File: src/rtl/ccc_lock_supervisor.sv
// PLL power-up/recovery sequencer: drives CCC powerdown/reset, qualifies LOCK, gates fabric reset.
// Latency: outputs registered, one edge per state change. Backpressure: none. Option macro: CCC_SUP_LOSS_COUNTER_EN.
module ccc_lock_supervisor #(
    parameter int ARST_CYCLES         = 64,
    parameter int LOCK_TIMEOUT_CYCLES = 65536,
    parameter int LOCK_STABLE_CYCLES  = 1024,
    parameter int MAX_RETRIES         = 3
) (
    input  logic       CLK,
    input  logic       RESET_N,
    input  logic       ENABLE,
    input  logic       REARM,
    input  logic       LOCK,
    output logic       PLL_POWERDOWN_N,
    output logic       PLL_ARST_N,
    output logic       FABRIC_RESET_N,
    output logic       READY,
    output logic       FAULT,
    output logic [3:0] RETRY_CNT,
    output logic [7:0] LOSS_CNT
);
    localparam int MAXP0 = (ARST_CYCLES > LOCK_TIMEOUT_CYCLES) ? ARST_CYCLES : LOCK_TIMEOUT_CYCLES;
    localparam int MAXP  = (MAXP0 > LOCK_STABLE_CYCLES) ? MAXP0 : LOCK_STABLE_CYCLES;
    localparam int CW    = $clog2(MAXP) + 1;

    localparam logic [CW-1:0] ARST_LAST   = CW'(ARST_CYCLES - 1);
    localparam logic [CW-1:0] TO_LAST     = CW'(LOCK_TIMEOUT_CYCLES - 1);
    localparam logic [CW-1:0] STABLE_LAST = CW'(LOCK_STABLE_CYCLES - 1);
    localparam logic [3:0]    RETRY_MAX   = 4'(MAX_RETRIES);

    typedef enum logic [2:0] {
        S_IDLE, S_ARST, S_WAIT_LOCK, S_STABILIZE, S_RUN, S_FAULT
    } state_t;

    state_t        state_q, state_d;
    logic [CW-1:0] cnt_q, cnt_d;
    logic [3:0]    retry_q, retry_d;
    logic          lock_meta_q, lock_s_q;
    logic          pd_n_q, pd_n_d, arst_n_q, arst_n_d, frst_n_q, frst_n_d;
    logic          ready_q, ready_d, fault_q, fault_d;

    always_ff @(posedge CLK or negedge RESET_N) begin
        if (!RESET_N) begin
            lock_meta_q <= 1'b0;
            lock_s_q    <= 1'b0;
        end else begin
            lock_meta_q <= LOCK;
            lock_s_q    <= lock_meta_q;
        end
    end

    always_comb begin
        state_d = state_q;
        retry_d = retry_q;
        if (!ENABLE) begin
            state_d = S_IDLE;
        end else begin
            case (state_q)
                S_IDLE:      state_d = S_ARST;
                S_ARST:      if (cnt_q == ARST_LAST) state_d = S_WAIT_LOCK;
                S_WAIT_LOCK: begin
                    // Lock beats a coincident timeout.
                    if (lock_s_q) begin
                        state_d = S_STABILIZE;
                    end else if (cnt_q == TO_LAST) begin
                        if (retry_q < RETRY_MAX) begin
                            state_d = S_ARST;
                            retry_d = retry_q + 4'd1;
                        end else begin
                            state_d = S_FAULT;
                        end
                    end
                end
                S_STABILIZE: begin
                    if (!lock_s_q) begin
                        state_d = S_WAIT_LOCK;
                    end else if (cnt_q == STABLE_LAST) begin
                        state_d = S_RUN;
                        retry_d = 4'd0;
                    end
                end
                S_RUN:       if (!lock_s_q) state_d = S_ARST;
                S_FAULT: begin
                    if (REARM) begin
                        state_d = S_IDLE;
                        retry_d = 4'd0;
                    end
                end
                default:     state_d = S_IDLE;
            endcase
        end

        if ((state_d != state_q) || (state_q == S_IDLE) || (state_q == S_RUN) || (state_q == S_FAULT))
            cnt_d = '0;
        else
            cnt_d = cnt_q + 1'b1;

        // Outputs are decoded from the next state so they change on the entry edge.
        pd_n_d   = 1'b1;
        arst_n_d = 1'b1;
        frst_n_d = 1'b0;
        ready_d  = 1'b0;
        fault_d  = 1'b0;
        case (state_d)
            S_IDLE:  begin pd_n_d = 1'b0; arst_n_d = 1'b0; end
            S_ARST:  arst_n_d = 1'b0;
            S_RUN:   begin frst_n_d = 1'b1; ready_d = 1'b1; end
            S_FAULT: begin arst_n_d = 1'b0; fault_d = 1'b1; end
            default: ;
        endcase
    end

    always_ff @(posedge CLK or negedge RESET_N) begin
        if (!RESET_N) begin
            state_q  <= S_IDLE;
            cnt_q    <= '0;
            retry_q  <= 4'd0;
            pd_n_q   <= 1'b0;
            arst_n_q <= 1'b0;
            frst_n_q <= 1'b0;
            ready_q  <= 1'b0;
            fault_q  <= 1'b0;
        end else begin
            state_q  <= state_d;
            cnt_q    <= cnt_d;
            retry_q  <= retry_d;
            pd_n_q   <= pd_n_d;
            arst_n_q <= arst_n_d;
            frst_n_q <= frst_n_d;
            ready_q  <= ready_d;
            fault_q  <= fault_d;
        end
    end

`ifdef CCC_SUP_LOSS_COUNTER_EN
    logic [7:0] loss_q;
    logic       loss_inc;

    assign loss_inc = ENABLE && (state_q == S_RUN) && !lock_s_q;

    always_ff @(posedge CLK or negedge RESET_N) begin
        if (!RESET_N)
            loss_q <= 8'd0;
        else if (loss_inc && (loss_q != 8'hFF))
            loss_q <= loss_q + 8'd1;
    end

    assign LOSS_CNT = loss_q;
`else
    assign LOSS_CNT = 8'd0;
`endif

    assign PLL_POWERDOWN_N = pd_n_q;
    assign PLL_ARST_N      = arst_n_q;
    assign FABRIC_RESET_N  = frst_n_q;
    assign READY           = ready_q;
    assign FAULT           = fault_q;
    assign RETRY_CNT       = retry_q;
endmodule

File: config.mk
export PLATFORM = sky130hd
export DESIGN_NAME = ccc_lock_supervisor
export DESIGN_NICKNAME = d
export VERILOG_FILES = /design/src/rtl/ccc_lock_supervisor.sv
export SDC_FILE = /design/constraint.sdc
export NUM_CORES = 1
export LEC_CHECK = 0
export ABC_AREA = 1
export BUFFER_PORTS_ARGS = -buffer_cell sky130_fd_sc_hd__buf_4
export CORE_MARGIN = 3
export CORE_UTILIZATION = 45
export CTS_BUF_LIST = sky130_fd_sc_hd__clkbuf_4 sky130_fd_sc_hd__clkbuf_8
export CTS_CLUSTER_DIAMETER = 120
export CTS_CLUSTER_SIZE = 28
export DETAILED_ROUTE_END_ITERATION = 6
export HOLD_SLACK_MARGIN = 0.15
export PLACE_DENSITY = 0.67
export RECOVER_POWER = 25
export SLEW_MARGIN = 0
export SYNTH_ARGS = -nofsm -noshare
export SYNTH_HDL_FRONTEND = slang
export SYNTH_SLANG_ARGS = --single-unit
File: constraint.sdc
create_clock -name CLK -period 2.61 [get_ports CLK]
set_input_delay 0.1305 -clock CLK [delete_from_list [all_inputs] [get_ports CLK]]
set_output_delay 0.1305 -clock CLK [all_outputs]
set_load 0.1 [all_outputs]
### Word-level counts from Yosys, hierarchy flattened

Index checks and enable logic that the tools add are counted.

* equality and inequality tests: 18
* add/subtract/negate cells: 2
* magnitude comparators: 1
* multiplexer cells: 22
* reduce and logical (&&, ||, !) cells: 8

Operator list (number)
* $mux W3: 9
* $mux W4: 6
* $pmux W3 S6: 1
* $add A17 B1 Y17 const B: 1
* $eq A17 B10 Y1 const B: 1
* $eq A17 B16 Y1 const B: 1
* $eq A17 B6 Y1 const B: 1
* $mux W17: 1
* $eq A3 B3 Y1 const B: 4
* $ne A2 B2 Y1 const B: 6
* $pmux W4 S3: 1
* $reduce_and A8 Y1: 1
* $eq A3 B1 Y1 const B: 2
* $eq A3 B2 Y1 const B: 2
* $logic_not A3 Y1: 2
* $add A4 B1 Y4 const B: 1
* $lt A4 B2 Y1 const B: 1
* $mux W1: 4
* $logic_or A1 B1 Y1: 3
* $ne A3 B3 Y1: 1
* $reduce_bool A3 Y1: 1
* $reduce_or A3 Y1: 1

* register bits: 30

### Depth between registers and ports, before layout

* depth after elaboration: 11
* depth in mapped cells: 18
* depth with buffers taken out: 17

### Worst setup path before layout

Ideal clock, no wire load.

* kind: flip-flop to flip-flop
* start point: register cnt_q[0]
* end point: register cnt_q[8]
* arrival time: 2517 ps
* library setup time: 68 ps
* clock period less this slack: 2585 ps
* setup slack: 25 ps
* cell stages (with the launch flop): 18
* required time: 2542 ps
* cell sequence: dfrtp_1 > ha_1 > nand2_2 > nor3_4 > inv_1 > nor2_1 > nand2_1 > nor3_1 > ha_1 > inv_1 > a21oi_1 > nor2_2 > nand3_2 > nand2_2 > a21oi_1 > nand3_4 > buf_12 > nor2_4

* longest elaborated chain between the ends: 10
* elaborated cells on any way between the ends: 16
* classes of those cells: add/sub (1); eq/ne (4); mux (8); reduce/logical (3)

Ends and longest elaborated chain
* start: declaration: RTL line 36 `logic [CW-1:0] cnt_q, cnt_d;`
* start signal: assignment: RTL line 125 `cnt_q <= cnt_d;`
* $eq A17 B10 Y1 / $eq A17 B16 Y1 (equally long branches): RTL line 77, 65
* $mux W3 (on tied branches): RTL line 77, 65
* $mux W3 (on tied branches): RTL line 75, 63
* $pmux W3 S6: RTL line 58 `case (state_q)`
* $mux W3: RTL line 55 `if (!ENABLE) begin`
* $ne A3 B3 Y1: RTL line 93 `if ((state_d != state_q) || (state_q == S_IDLE) || (state_q == S_RUN) || (state_q == S_FAULT))`
* $logic_or A1 B1 Y1 (3 in series): RTL line 93
* $mux W17 *: RTL line 93
* named net cnt_d[8]: RTL line 36

Mark *: on every way through the listed nets, which the timed path passes. The rest lies on a longest branch.
A chain may end at the register's enable or synchronous reset.

### Worst setup path after layout

* start point: register cnt_q[3]
* end point: register cnt_q[4]

The elaborated chain is that of the path after synthesis.

==> out/metrics.yaml <==
ys_top_cells_by_area: "dfrtp_1 42%, nor2_4 7.0%, nand2_1 6.1%"
vias: 1338
vias_per_cell: 4.66
rr_endpoint: "cnt_q[4]"
die_w_um: 68.7
ctsRootBufferMaster: "clkbuf_8"
finalMaxSlewViolations: 31
nFillCells: 356
yosysWarnings: 0
max_cap_violations: 1
fin_area_um2: 2140
drive_above_1_share_pct: 28.5
critPathArrivalTime_ns: 2.58
die_h_um: 68.7
critPathRequiredTime_ns: 2.82
postSynthCellCount: 208
grt_pass1_vias: 1192
drcViolationCount: 0
gr-total-overflow: 0
ys.flop_type: "dfrtp_1"
clk_pin_slew_ns: 0.07
ys_seq_area_share_pct: 42.4
cts_buffer_depth: 2
grt_usage_pct: 15.5
async_reset_ff_share_pct: 100
timing.fmax_mhz: 421
dpl_cell_area_um2: 1940
grt_max_degree: 31
leakagePower_uw: 0.000989
nets: 246
syn-cell-area_um2: 1770
antenna_left: 0
tightest_slew_ns: 1.54
max-slew-margin-rel_pct: -2.33
cts_tree: "built"
fin_crit_sh_pct: 91.1
fin_util_pct: 57.7
drtIter0Drc: 53
synth.avg_cell_area_um2: 8.51
min_path_cells: 3
dp_cells: 273
instances_no_fill: 287
dp_hpwl_um: 2290
grt_pass1_wl_um: 5330
worstSetupEndpointType: "flop"
synth_top_area_share_pct: 42.4
setup-violations-final: 0
r2r_cells: 16
yosysMostFrequentCell: "dfrtp_1"
clock_latency_ns: 0.28
antenna_found_initial: 0
die_area_um2: 4720
routed_wl_um: 3090
min_path_type: "input pin to flop"
ir_worst_vdd_mv: 0.372
drtPass1Iterations: 4
route.detailed.wl_per_inst_um: 10.8
fin_crit_ns: 2.38
violations: "capacitance limit, slew limit"
clock_sinks: 30
synth_edf_count: 0
holdCritStartpoint: "ENABLE"
pwr_density_cell_nw_per_um2: 517
worstHoldEndpoint: "PLL_POWERDOWN_N"
reg2reg_slack_ns: 0.23
rows: 22
skew_ns: 0.00417
yosys_register_bits: 30
worst-path-max-fanout: 9
final_hold_viol_count: 0
insertedDiodeCount: 0
initial_core_util_pct: 47.6
start_kind: "flop"
port_buffers: 13
syn_to_final_growth_pct: 21.1
ys_top_cells_by_count: "30 x dfrtp_1, 29 x nand2_1, 28 x nor2_1, 27 x inv_1, 18 x nand3_1"
critical_path_class: "flop to flop"
io_pins: 22
coreArea_um2: 3720
h-tree-depth: 2
synthDistinctLibCells: 30
yosys.area.top_type: "dfrtp_1"
cts_buffers: 5
status: "complete, but fails checks"
routabilityCongestion: 0.844
r2r_start: "cnt_q[3]"
logic make-up (layout without fill, tap and decap cells):
kind of cell,Yosys count,in the layout,share of synthesized area [%]
AND/OR/NAND/NOR,113,113,35.3
XOR/XNOR,9,9,4.45
adder cells (fa/ha/maj),3,3,2.12
AO/OA/AOI/OAI,13,13,4.45
other,1,8,0.212
flip-flops,30,30,42.4
buffers and inverters,39,63,11.1
how the worst max path moves through the flow:
stage	slack [ns]	cells past startpoint	from	end
final	0.23	16	cnt_q[3]	cnt_q[4]
after global routing	-0.07	17	cnt_q[0]	cnt_q[4]
after CTS	0.07	17	cnt_q[1]	cnt_q[5]
after detailed placement	0.007	17	cnt_q[1]	cnt_q[16]
after global placement	0.11	17	cnt_q[1]	cnt_q[0]
after floorplan	0.02	17	cnt_q[0]	cnt_q[8]
cell type report:
class                      count  area [um2]  share of cell area, %
inverter                      29         109                   5.08
clock inverter                 3        45.0                   2.10
tap                           48        60.1                   2.80
sequential                    30         751                   35.0
multi-input combinational    146         890                   41.5
clock buffer                   5        68.8                   3.21
timing repair buffer          26         221                   10.3
timing repair:
| item | 4_1_cts | 5_1_grt |
|---|---|---|
| setup endpoints to repair | 5 | 20 |
| hold buffers | 2 | 0 |
| setup buffers | 0 | 4 |
| pin swaps | 0 | 7 |
| cloned | 0 | 0 |
| resized for setup | 1 | 9 |
| endpoints found under the hold margin | 31 | 0 |
state kept, by name (all words and copies together) (netlist names):
register and cells:
PLL_POWERDOWN_N 1, lock_meta_q 1, RETRY_CNT 4, state_q 3
lock_s_q 1, PLL_ARST_N 1, READY 1, cnt_q 17
FAULT 1
critical path: stages (launching register included):
cell,delay [ns]
dfrtp_1,0.44
nand3_4,0.13
nor3_4,0.19
inv_2,0.06
nor2_2,0.09
nand2_1,0.07
nor3_2,0.18
ha_2,0.22
inv_1,0.05
a21oi_2,0.12
nor2_2,0.05
nand3_2,0.08
nand2_4,0.08
a21oi_4,0.17
nand3_4,0.11
buf_12,0.16
nor2_1,0.10
where the power goes:
part | internal (uW) | switching, uW | total [uW] | leakage (uW)
combinational | 39.7 | 126 | 166 | 0.000538
clock | 283 | 179 | 463 | 0.0000504
sequential | 474 | 7.21 | 481 | 0.000401
total | 797 | 312 | 1110 | 0.000989
cells in the final DEF, fill, tap and decap left out, types with 3 or more instances in the layout:
cell / netlist / routed
xnor2_1: 3 / 3
clkbuf_8: 0 / 5
buf_4: 9 / 20
nor2_4: 11 / 11
xor2_1: 6 / 6
o21ai_0: 6 / 6
nor2_2: 2 / 3
nor3_1: 7 / 6
inv_1: 27 / 26
nand2_1: 29 / 29
dfrtp_1: 30 / 30
conb_1: 1 / 8
nor2_1: 28 / 27
nand3_1: 18 / 18
nand2_2: 9 / 8
metal layers:
metal	global-route usage, %	vias to the layer above	part of all wire (%)
li1	-	696	-
met4	6.57	0	1.5
met2	22.4	35	44
met3	4.38	5	5.6
met5	0	-	0
met1	21.5	602	48
metrics by stage:
step | setup TNS (ns) | setup slack (ns) | power (uW) | hold WS (ns)
floorplan | 0 | 0.0248 | 618 | -0.165
global placement | 0 | 0.107 | 647 | 0.0761
detailed placement | 0 | 0.00664 | 647 | 0.0787
CTS | 0 | 0.0657 | 1120 | 0.152
global route | -0.106 | -0.0675 | 1160 | 0.186
finish | 0 | 0.233 | 1110 | 0.175
(Power assumes the default switching activity.)
